File: src/rtl/pc_pkg.sv
// Shared types and defaults for the fetch-PC unit.
// Latency: none (declarations only).
// Backpressure: n/a.
//
// Contents: next-PC select encoding, default reset/exception vectors and the
// fixed-priority source select helper.
package pc_pkg;

  // Next-PC source, listed lowest to highest priority.
  typedef enum logic [2:0] {
    SEL_SEQ = 3'd0,
    SEL_RET = 3'd1,
    SEL_JMP = 3'd2,
    SEL_BR  = 3'd3,
    SEL_EXC = 3'd4
  } pc_sel_e;

  localparam logic [31:0] DEFAULT_RESET_VECTOR = 32'h0000_0000;
  localparam logic [31:0] DEFAULT_EXC_VECTOR   = 32'h8000_0180;

  // Fixed priority: exception > branch > jump > return prediction > sequential.
  // i_ret_ok must already include the "RAS not empty" qualifier.
  function automatic pc_sel_e pc_select(input logic i_exc, input logic i_br,
                                        input logic i_jmp, input logic i_ret_ok);
    pc_sel_e w_sel;
    if (i_exc)         w_sel = SEL_EXC;
    else if (i_br)     w_sel = SEL_BR;
    else if (i_jmp)    w_sel = SEL_JMP;
    else if (i_ret_ok) w_sel = SEL_RET;
    else               w_sel = SEL_SEQ;
    return w_sel;
  endfunction

endpackage

File: src/rtl/pc_unit_if.sv
// Fetch-PC control/status bundle between the pipeline and pc_unit.
// Latency: none (wires only).
// Backpressure: PCWrite = 0 stalls the PC; ExcValid overrides the stall.
//
// master: pipeline side (drives redirect/stall/RAS controls, reads PC + flags).
// slave : pc_unit side.
interface pc_unit_if #(
  parameter int unsigned WIDTH = 32
);
  logic             PCWrite;
  logic             ExcValid;
  logic             BranchTaken;
  logic [WIDTH-1:0] BranchTarget;
  logic             JumpValid;
  logic [WIDTH-1:0] JumpTarget;
  logic             Call;
  logic [WIDTH-1:0] PushAddr;
  logic             Return;
  logic [WIDTH-1:0] PCResult;
  logic [WIDTH-1:0] PCPlusIncr;
  logic             RasEmpty;
  logic             RasFull;
  logic [WIDTH-1:0] Debug;

  modport master (
    output PCWrite, ExcValid, BranchTaken, BranchTarget, JumpValid, JumpTarget,
           Call, PushAddr, Return,
    input  PCResult, PCPlusIncr, RasEmpty, RasFull, Debug
  );

  modport slave (
    input  PCWrite, ExcValid, BranchTaken, BranchTarget, JumpValid, JumpTarget,
           Call, PushAddr, Return,
    output PCResult, PCPlusIncr, RasEmpty, RasFull, Debug
  );
endinterface

File: src/rtl/pc_ras.sv
// Circular return-address stack with push, pop, replace-top and flush.
// Latency: updates visible one cycle after the requesting edge; top is read combinationally.
// Backpressure: none; a push when full overwrites the oldest entry.
//
// Ports: i_clk/i_rst_n clock and async active-low reset; i_push/i_pop/i_replace/
// i_flush one-hot-ish controls (flush > replace > pop > push); i_dat data to
// write; o_top entry below the pointer; o_empty/o_full decoded from the count.
module pc_ras #(
  parameter int unsigned WIDTH = 32,
  parameter int unsigned DEPTH = 4
) (
  input  logic             i_clk,
  input  logic             i_rst_n,
  input  logic             i_push,
  input  logic             i_pop,
  input  logic             i_replace,
  input  logic             i_flush,
  input  logic [WIDTH-1:0] i_dat,
  output logic [WIDTH-1:0] o_top,
  output logic             o_empty,
  output logic             o_full
);

  localparam int unsigned PW = $clog2(DEPTH);

  logic [PW-1:0]    r_ptr;
  logic [PW:0]      r_cnt;
  logic [WIDTH-1:0] r_mem [DEPTH];
  logic [PW-1:0]    w_top_idx;

  // ptr points at the next free slot, so the top lives one below it (mod DEPTH).
  assign w_top_idx = r_ptr - PW'(1);
  assign o_top     = r_mem[w_top_idx];
  assign o_empty   = (r_cnt == '0);
  assign o_full    = (r_cnt == (PW+1)'(DEPTH));

  always_ff @(posedge i_clk or negedge i_rst_n) begin
    if (!i_rst_n) begin
      r_ptr <= '0;
      r_cnt <= '0;
    end else if (i_flush) begin
      r_ptr <= '0;
      r_cnt <= '0;
    end else if (i_replace) begin
      // Pop and push in one cycle cancel out: pointer and count hold.
    end else if (i_pop) begin
      r_ptr <= r_ptr - PW'(1);
      r_cnt <= r_cnt - (PW+1)'(1);
    end else if (i_push) begin
      r_ptr <= r_ptr + PW'(1);
      // Saturate: the write above already overwrote the oldest slot.
      if (!o_full) r_cnt <= r_cnt + (PW+1)'(1);
    end
  end

  // Contents are don't-care after reset, so storage carries no reset.
  always_ff @(posedge i_clk) begin
    if (!i_flush) begin
      if (i_replace)   r_mem[w_top_idx] <= i_dat;
      else if (i_push) r_mem[r_ptr]     <= i_dat;
    end
  end

endmodule

File: src/rtl/pc_unit.sv
// Fetch PC register with fixed-priority next-PC select and return-address prediction.
// Latency: new PC visible one cycle after the requesting edge; PCPlusIncr is combinational.
// Backpressure: PCWrite = 0 holds PC, Debug and RAS; ExcValid overrides the stall.
//
// Ports: Clk, Reset (async active-low); bus (pc_unit_if.slave) carries stall,
// redirect and RAS controls in, and PCResult/PCPlusIncr/RasEmpty/RasFull/Debug out.
module pc_unit
  import pc_pkg::*;
#(
  parameter int unsigned     WIDTH        = 32,
  parameter logic [WIDTH-1:0] RESET_VECTOR = WIDTH'(DEFAULT_RESET_VECTOR),
  parameter logic [WIDTH-1:0] EXC_VECTOR   = WIDTH'(DEFAULT_EXC_VECTOR),
  parameter int unsigned     INCR         = 4,
  parameter int unsigned     RAS_DEPTH    = 4
) (
  input  logic      Clk,
  input  logic      Reset,
  pc_unit_if.slave  bus
);

  logic [WIDTH-1:0] r_pc;
  logic [WIDTH-1:0] r_dbg;
  logic [WIDTH-1:0] w_pc_incr;
  logic [WIDTH-1:0] w_next;
  logic [WIDTH-1:0] w_ras_top;
  logic             w_ras_empty;
  logic             w_ras_full;
  logic             w_en;
  pc_sel_e          w_sel;
  logic             w_ret_sel;
  logic             w_push;
  logic             w_pop;
  logic             w_replace;
  logic             w_flush;

  // Wraps modulo 2^WIDTH with no overflow indication.
  assign w_pc_incr = r_pc + WIDTH'(INCR);
  assign w_en      = bus.ExcValid | bus.PCWrite;
  assign w_sel     = pc_select(bus.ExcValid, bus.BranchTaken, bus.JumpValid,
                               bus.Return & ~w_ras_empty);
  assign w_ret_sel = w_en & (w_sel == SEL_RET);

  // A call beside a selected return becomes replace-top (redirect to the old
  // top, then overwrite that slot); an exception or branch drops the call.
  assign w_flush   = bus.ExcValid;
  assign w_replace = w_ret_sel & bus.Call;
  assign w_pop     = w_ret_sel & ~bus.Call;
  assign w_push    = w_en & bus.Call & ~bus.ExcValid & ~bus.BranchTaken & ~w_ret_sel;

  always_comb begin
    w_next = w_pc_incr;
    unique case (w_sel)
      SEL_EXC: w_next = EXC_VECTOR;
      SEL_BR:  w_next = bus.BranchTarget;
      SEL_JMP: w_next = bus.JumpTarget;
      SEL_RET: w_next = w_ras_top;
      default: w_next = w_pc_incr;
    endcase
  end

  always_ff @(posedge Clk or negedge Reset) begin
    if (!Reset) begin
      r_pc  <= RESET_VECTOR;
      r_dbg <= RESET_VECTOR;
    end else if (w_en) begin
      r_pc  <= w_next;
      r_dbg <= w_next;
    end
  end

  pc_ras #(
    .WIDTH (WIDTH),
    .DEPTH (RAS_DEPTH)
  ) u_ras (
    .i_clk     (Clk),
    .i_rst_n   (Reset),
    .i_push    (w_push),
    .i_pop     (w_pop),
    .i_replace (w_replace),
    .i_flush   (w_flush),
    .i_dat     (bus.PushAddr),
    .o_top     (w_ras_top),
    .o_empty   (w_ras_empty),
    .o_full    (w_ras_full)
  );

  assign bus.PCResult   = r_pc;
  assign bus.PCPlusIncr = w_pc_incr;
  assign bus.Debug      = r_dbg;
  assign bus.RasEmpty   = w_ras_empty;
  assign bus.RasFull    = w_ras_full;

endmodule
File: src/flat_wrapper.sv
// flat-port wrapper written by rule: the top's interface ports become plain ports
module pc_unit_flat import pc_pkg::*;
#(
  parameter int unsigned     WIDTH        = 32,
  parameter logic [WIDTH-1:0] RESET_VECTOR = WIDTH'(DEFAULT_RESET_VECTOR),
  parameter logic [WIDTH-1:0] EXC_VECTOR   = WIDTH'(DEFAULT_EXC_VECTOR),
  parameter int unsigned     INCR         = 4,
  parameter int unsigned     RAS_DEPTH    = 4
)
  (Clk, Reset, bus_PCWrite, bus_ExcValid, bus_BranchTaken, bus_BranchTarget, bus_JumpValid, bus_JumpTarget, bus_Call, bus_PushAddr, bus_Return, bus_PCResult, bus_PCPlusIncr, bus_RasEmpty, bus_RasFull, bus_Debug);
  pc_unit_if #(.WIDTH(WIDTH)) bus_i ();
  input  logic Clk;
  input  logic Reset;
  input wire logic [$bits(bus_i.PCWrite)-1:0] bus_PCWrite;
  input wire logic [$bits(bus_i.ExcValid)-1:0] bus_ExcValid;
  input wire logic [$bits(bus_i.BranchTaken)-1:0] bus_BranchTaken;
  input wire logic [$bits(bus_i.BranchTarget)-1:0] bus_BranchTarget;
  input wire logic [$bits(bus_i.JumpValid)-1:0] bus_JumpValid;
  input wire logic [$bits(bus_i.JumpTarget)-1:0] bus_JumpTarget;
  input wire logic [$bits(bus_i.Call)-1:0] bus_Call;
  input wire logic [$bits(bus_i.PushAddr)-1:0] bus_PushAddr;
  input wire logic [$bits(bus_i.Return)-1:0] bus_Return;
  output wire logic [$bits(bus_i.PCResult)-1:0] bus_PCResult;
  output wire logic [$bits(bus_i.PCPlusIncr)-1:0] bus_PCPlusIncr;
  output wire logic [$bits(bus_i.RasEmpty)-1:0] bus_RasEmpty;
  output wire logic [$bits(bus_i.RasFull)-1:0] bus_RasFull;
  output wire logic [$bits(bus_i.Debug)-1:0] bus_Debug;
  assign bus_i.PCWrite = bus_PCWrite;
  assign bus_i.ExcValid = bus_ExcValid;
  assign bus_i.BranchTaken = bus_BranchTaken;
  assign bus_i.BranchTarget = bus_BranchTarget;
  assign bus_i.JumpValid = bus_JumpValid;
  assign bus_i.JumpTarget = bus_JumpTarget;
  assign bus_i.Call = bus_Call;
  assign bus_i.PushAddr = bus_PushAddr;
  assign bus_i.Return = bus_Return;
  assign bus_PCResult = bus_i.PCResult;
  assign bus_PCPlusIncr = bus_i.PCPlusIncr;
  assign bus_RasEmpty = bus_i.RasEmpty;
  assign bus_RasFull = bus_i.RasFull;
  assign bus_Debug = bus_i.Debug;
  pc_unit #(.WIDTH(WIDTH), .RESET_VECTOR(RESET_VECTOR), .EXC_VECTOR(EXC_VECTOR), .INCR(INCR), .RAS_DEPTH(RAS_DEPTH)) u_core (.Clk(Clk), .Reset(Reset), .bus(bus_i));
endmodule
File: config.mk
export PLATFORM = sky130hd
export DESIGN_NAME = pc_unit_flat
export DESIGN_NICKNAME = d
export VERILOG_FILES = /design/src/rtl/pc_pkg.sv /design/src/rtl/pc_unit_if.sv /design/src/rtl/pc_ras.sv /design/src/rtl/pc_unit.sv /design/src/flat_wrapper.sv
export SDC_FILE = /design/constraint.sdc
export NUM_CORES = 1
export LEC_CHECK = 0
export ABC_AREA = 1
export CAP_MARGIN = 25
export CORE_MARGIN = 10
export CORE_UTILIZATION = 45
export CTS_CLUSTER_SIZE = 12
export DETAILED_ROUTE_END_ITERATION = 6
export PLACE_DENSITY = 0.74
export RECOVER_POWER = 25
export SLEW_MARGIN = 10
export SYNTH_ARGS = -nofsm -noshare
export SYNTH_HDL_FRONTEND = slang
export SYNTH_SLANG_ARGS = --single-unit
File: constraint.sdc
create_clock -name Clk -period 8.4 [get_ports Clk]
set_input_delay 2.52 -clock Clk [delete_from_list [all_inputs] [get_ports Clk]]
set_output_delay 2.52 -clock Clk [all_outputs]
set_load 0.02 [all_outputs]
==> run metrics <==
Finished Cell Area roughly 11000 um^2; Placed Area between 10000 and 15000 um^2; cell family with most CP delay buffers and inverters; TNS Setup 0 ps; top-count cell post-synth nand2_1; Cell variety after synth 33; Tmin final ~5300 ps; Port Buffer Count ~200; first-pass GRT wire length 38900 um; share of the synthesized area in the top cell type a little under half; fraction of layout cells with a size suffix above 1 approximately 7.5%; Least-Margin Pin Slew between 1000 and 1500 ps; Synth top cells by count nand2_1, edfxtp_1, nand3_1, nor2_1, buf_4; Crit Path Max Fanout 9; RSZ-0062 raised after global routing false; post-route ant nets 0; hold_buf cts 0; clock sinks around 170; Resized Gates After CTS 0; Max-slew headroom a little under a third; Hold Crit Start u_core.u_ras.r_cnt[1]$_DFFE_PN0P_; peak supply drop between 0.0001 and 0.00015 V; setup bufs post-CTS 0; Crit path arrival time ~2700 ps; Reg-to-Reg Start u_core.u_ras.r_ptr[0]$_DFFE_PN0P_; cells on worst reg2reg path 8; largest net degree at the start of global routing 38; Ys Warns 0; final setup fails 0; via count 7209; Hold Path Depth 2; Syn Area/Cell roughly 8.7 um^2; Max-Cap Viols 0; TritonCTS clock tree yes; number of global-route vias before repair just under 7000; final setup margin 3140 ps; Critical-path top delay cell clkdlybuf4s50_1; Num CTS Buffers 17; register bit total from synthesis 165; Skew-Pair Late Insertion Delay 430 ps; DRC 0; final clock skew about 14 ps; Max Clk Rate approximately 190 MHz; Die Area around 25000 um^2; critical path depth 6; area of the mapped netlist between 8000 and 9000 um^2; initial antenna violation count 6; Synth Net Count between 1000 and 1500; Initial Util between 40% and 50%; Final Max Tran Viols 0; post-place setup slack between 3000 and 4000 ps; Core Area 18700 um^2; Iteration-0 DRC Markers 545; Hold WC Path Type reg -> reg; Pleak 4.39 nW; Die Height between 150 and 200 um; largest buffer count on any clock path 2; first drt pass iteration count 5; dominant synthesized flop cell edfxtp_1; Final Hold Viols 0; Area growth, synth to finish 29.5%; die width ~160 um; fin nets 1254; Mapped Cells 986; GR Overflow Total 0; Req. time, crit path about 5900 ps; crit-path max cell delay 680 ps; hpwl dp between 15000 and 20000 um; Worst setup EP type output port; worst path bufs/invs 1; All-Layer GR Usage between 20% and 30%; Rows 50; crit path cell chain ha_1, nand3_4, nor2_4, nand2_1, xor2_1, clkdlybuf4s50_1; wire per inst 18.5 um; area leader, netlist edfxtp_1; Post-synth ARST share approximately 22%; via-per-instance ratio 5.15; number of synthesized flops with an enable pin between 100 and 150; Critical path origin u_core.bus.PCResult[2]$_DFFE_PN0N_; H-tree depth 4; clk root buf clkbuf_16; drt total wl approximately 26000 um; Area contributors post-synth edfxtp_1, nand2_1, dfrtp_1, nand3_1, buf_4; status complete, no violations; gp weighted congestion about 0.94; clock-pin slew on the worst setup and hold paths ~70 ps; num ports about 200; Worst Path Class, Setup reg -> out; fin crit share a little over three fifths; PwrDens roughly 190 nW/um^2; post-synthesis sequential area ratio 55.9%; element type at the critical path start flip-flop
## routing by layer
layer | part of all wire, % | global-route usage (%) | up-vias
met5 | 0.054 | 0 | -
li1 | - | - | 3518
met2 | 48 | 33.6 | 310
met1 | 40 | 25.2 | 3328
met3 | 9.1 | 5.18 | 51
met4 | 3.0 | 9.13 | 2
## cells by family (layout without fill, tap and decap cells)
kind of cell | Yosys count | count (layout) | share of synthesized area [%]
and+or+nand+nor | 656 | 656 | 32.9
DFF | 165 | 165 | 55.9
buffers and inverters | 115 | 290 | 7.23
AOI/OAI and AO/OA | 38 | 38 | 2.27
xor gates and xnor gates | 10 | 10 | 1.29
adders and majority gates | 2 | 2 | 0.381
other | 0 | 5 | 0
## worst paths after layout
kind	end	slack [ps]
setup / recovery	bus_PCPlusIncr[12]	3140
hold / removal	u_core.u_ras.r_cnt[1]$_DFFE_PN0P_	580
setup reg to reg	u_core.u_ras.r_mem[1][26]$_DFFE_PP_	5560
hold reg to reg	u_core.u_ras.r_cnt[1]$_DFFE_PN0P_	580
max in group asynchronous	u_core.bus.PCResult[28]$_DFFE_PN0N_	5610
min in group asynchronous	u_core.bus.PCResult[10]$_DFFE_PN0N_	2200
## cell usage in the layout (no fill, tap or decap), types with 2 or more instances in the layout
cell and n:
and2_4 2, nor2_1 54, nor2_2 13, nand2_1 449
xnor2_1 3, inv_1 37, clkinv_4 4, clkbuf_16 17
nand2_2 6, xor2_2 3, o21ai_0 9, dfrtp_1 37
nand3_1 92, clkdlybuf4s50_1 173, inv_8 2, clkinvlp_4 2
o21ai_1 14, inv_2 9, xor2_1 4, a21oi_1 12
inv_6 4, diode_2 5, buf_4 10, edfxtp_1 128
clkinv_1 2, dlygate4sd3_1 27, nand4_1 16, nand2_4 2
nand3_4 2, nand3b_1 11, nor2_4 6
## layout make-up
class / instances / area, um^2
Clock inverter: 14 / 116
Tap cell: 234 / 293
Multi-Input combinational cell: 706 / 3170
Clock buffer: 18 / 429
Antenna cell: 5 / 12.5
Inverter: 47 / 176
Timing Repair Buffer: 211 / 2080
Sequential cell: 165 / 4770
Fill cell: 1647 / 7660
## worst min-delay path, delay by kind of cell, from the launching register on
family	cells	cell delay (ps)
DFF	1	400
and+or+nand+nor	2	150
## registers in the layout, summed over array words and instances, names as in the netlist
| register | flops |
|---|---|
| u_core.u_ras.r_cnt | 3 |
| u_core.u_ras.r_mem | 128 |
| u_core.u_ras.r_ptr | 2 |
| u_core.bus.PCResult | 32 |
## through the flow
| step | utilization (%) | cells | power, mW | hold slack [ps] |
|---|---|---|---|---|
| 4_1_cts | 59.0 | 1395 | 2.14 | 588 |
| 5_1_grt | 59.0 | 1396 | 2.20 | 608 |
| 6_report | 59.0 | 1400 | 2.12 | 583 |
| 2_1_floorplan | - | 986 | 1.20 | 532 |
| 3_3_place_gp | 56.1 | 1363 | 1.41 | 568 |
| 3_5_place_dp | 56.1 | 1363 | 1.41 | 568 |
## power breakdown
| part | total [mW] | internal [mW] | leakage [nW] | switching [mW] |
|---|---|---|---|---|
| Sequential | 0.958 | 0.907 | 1.64 | 0.0507 |
| Clock | 0.727 | 0.386 | 0.263 | 0.341 |
| Combinational | 0.434 | 0.186 | 2.49 | 0.248 |
| Total | 2.12 | 1.48 | 4.39 | 0.640 |
No activity file was read; power rests on OpenSTA's default activity.
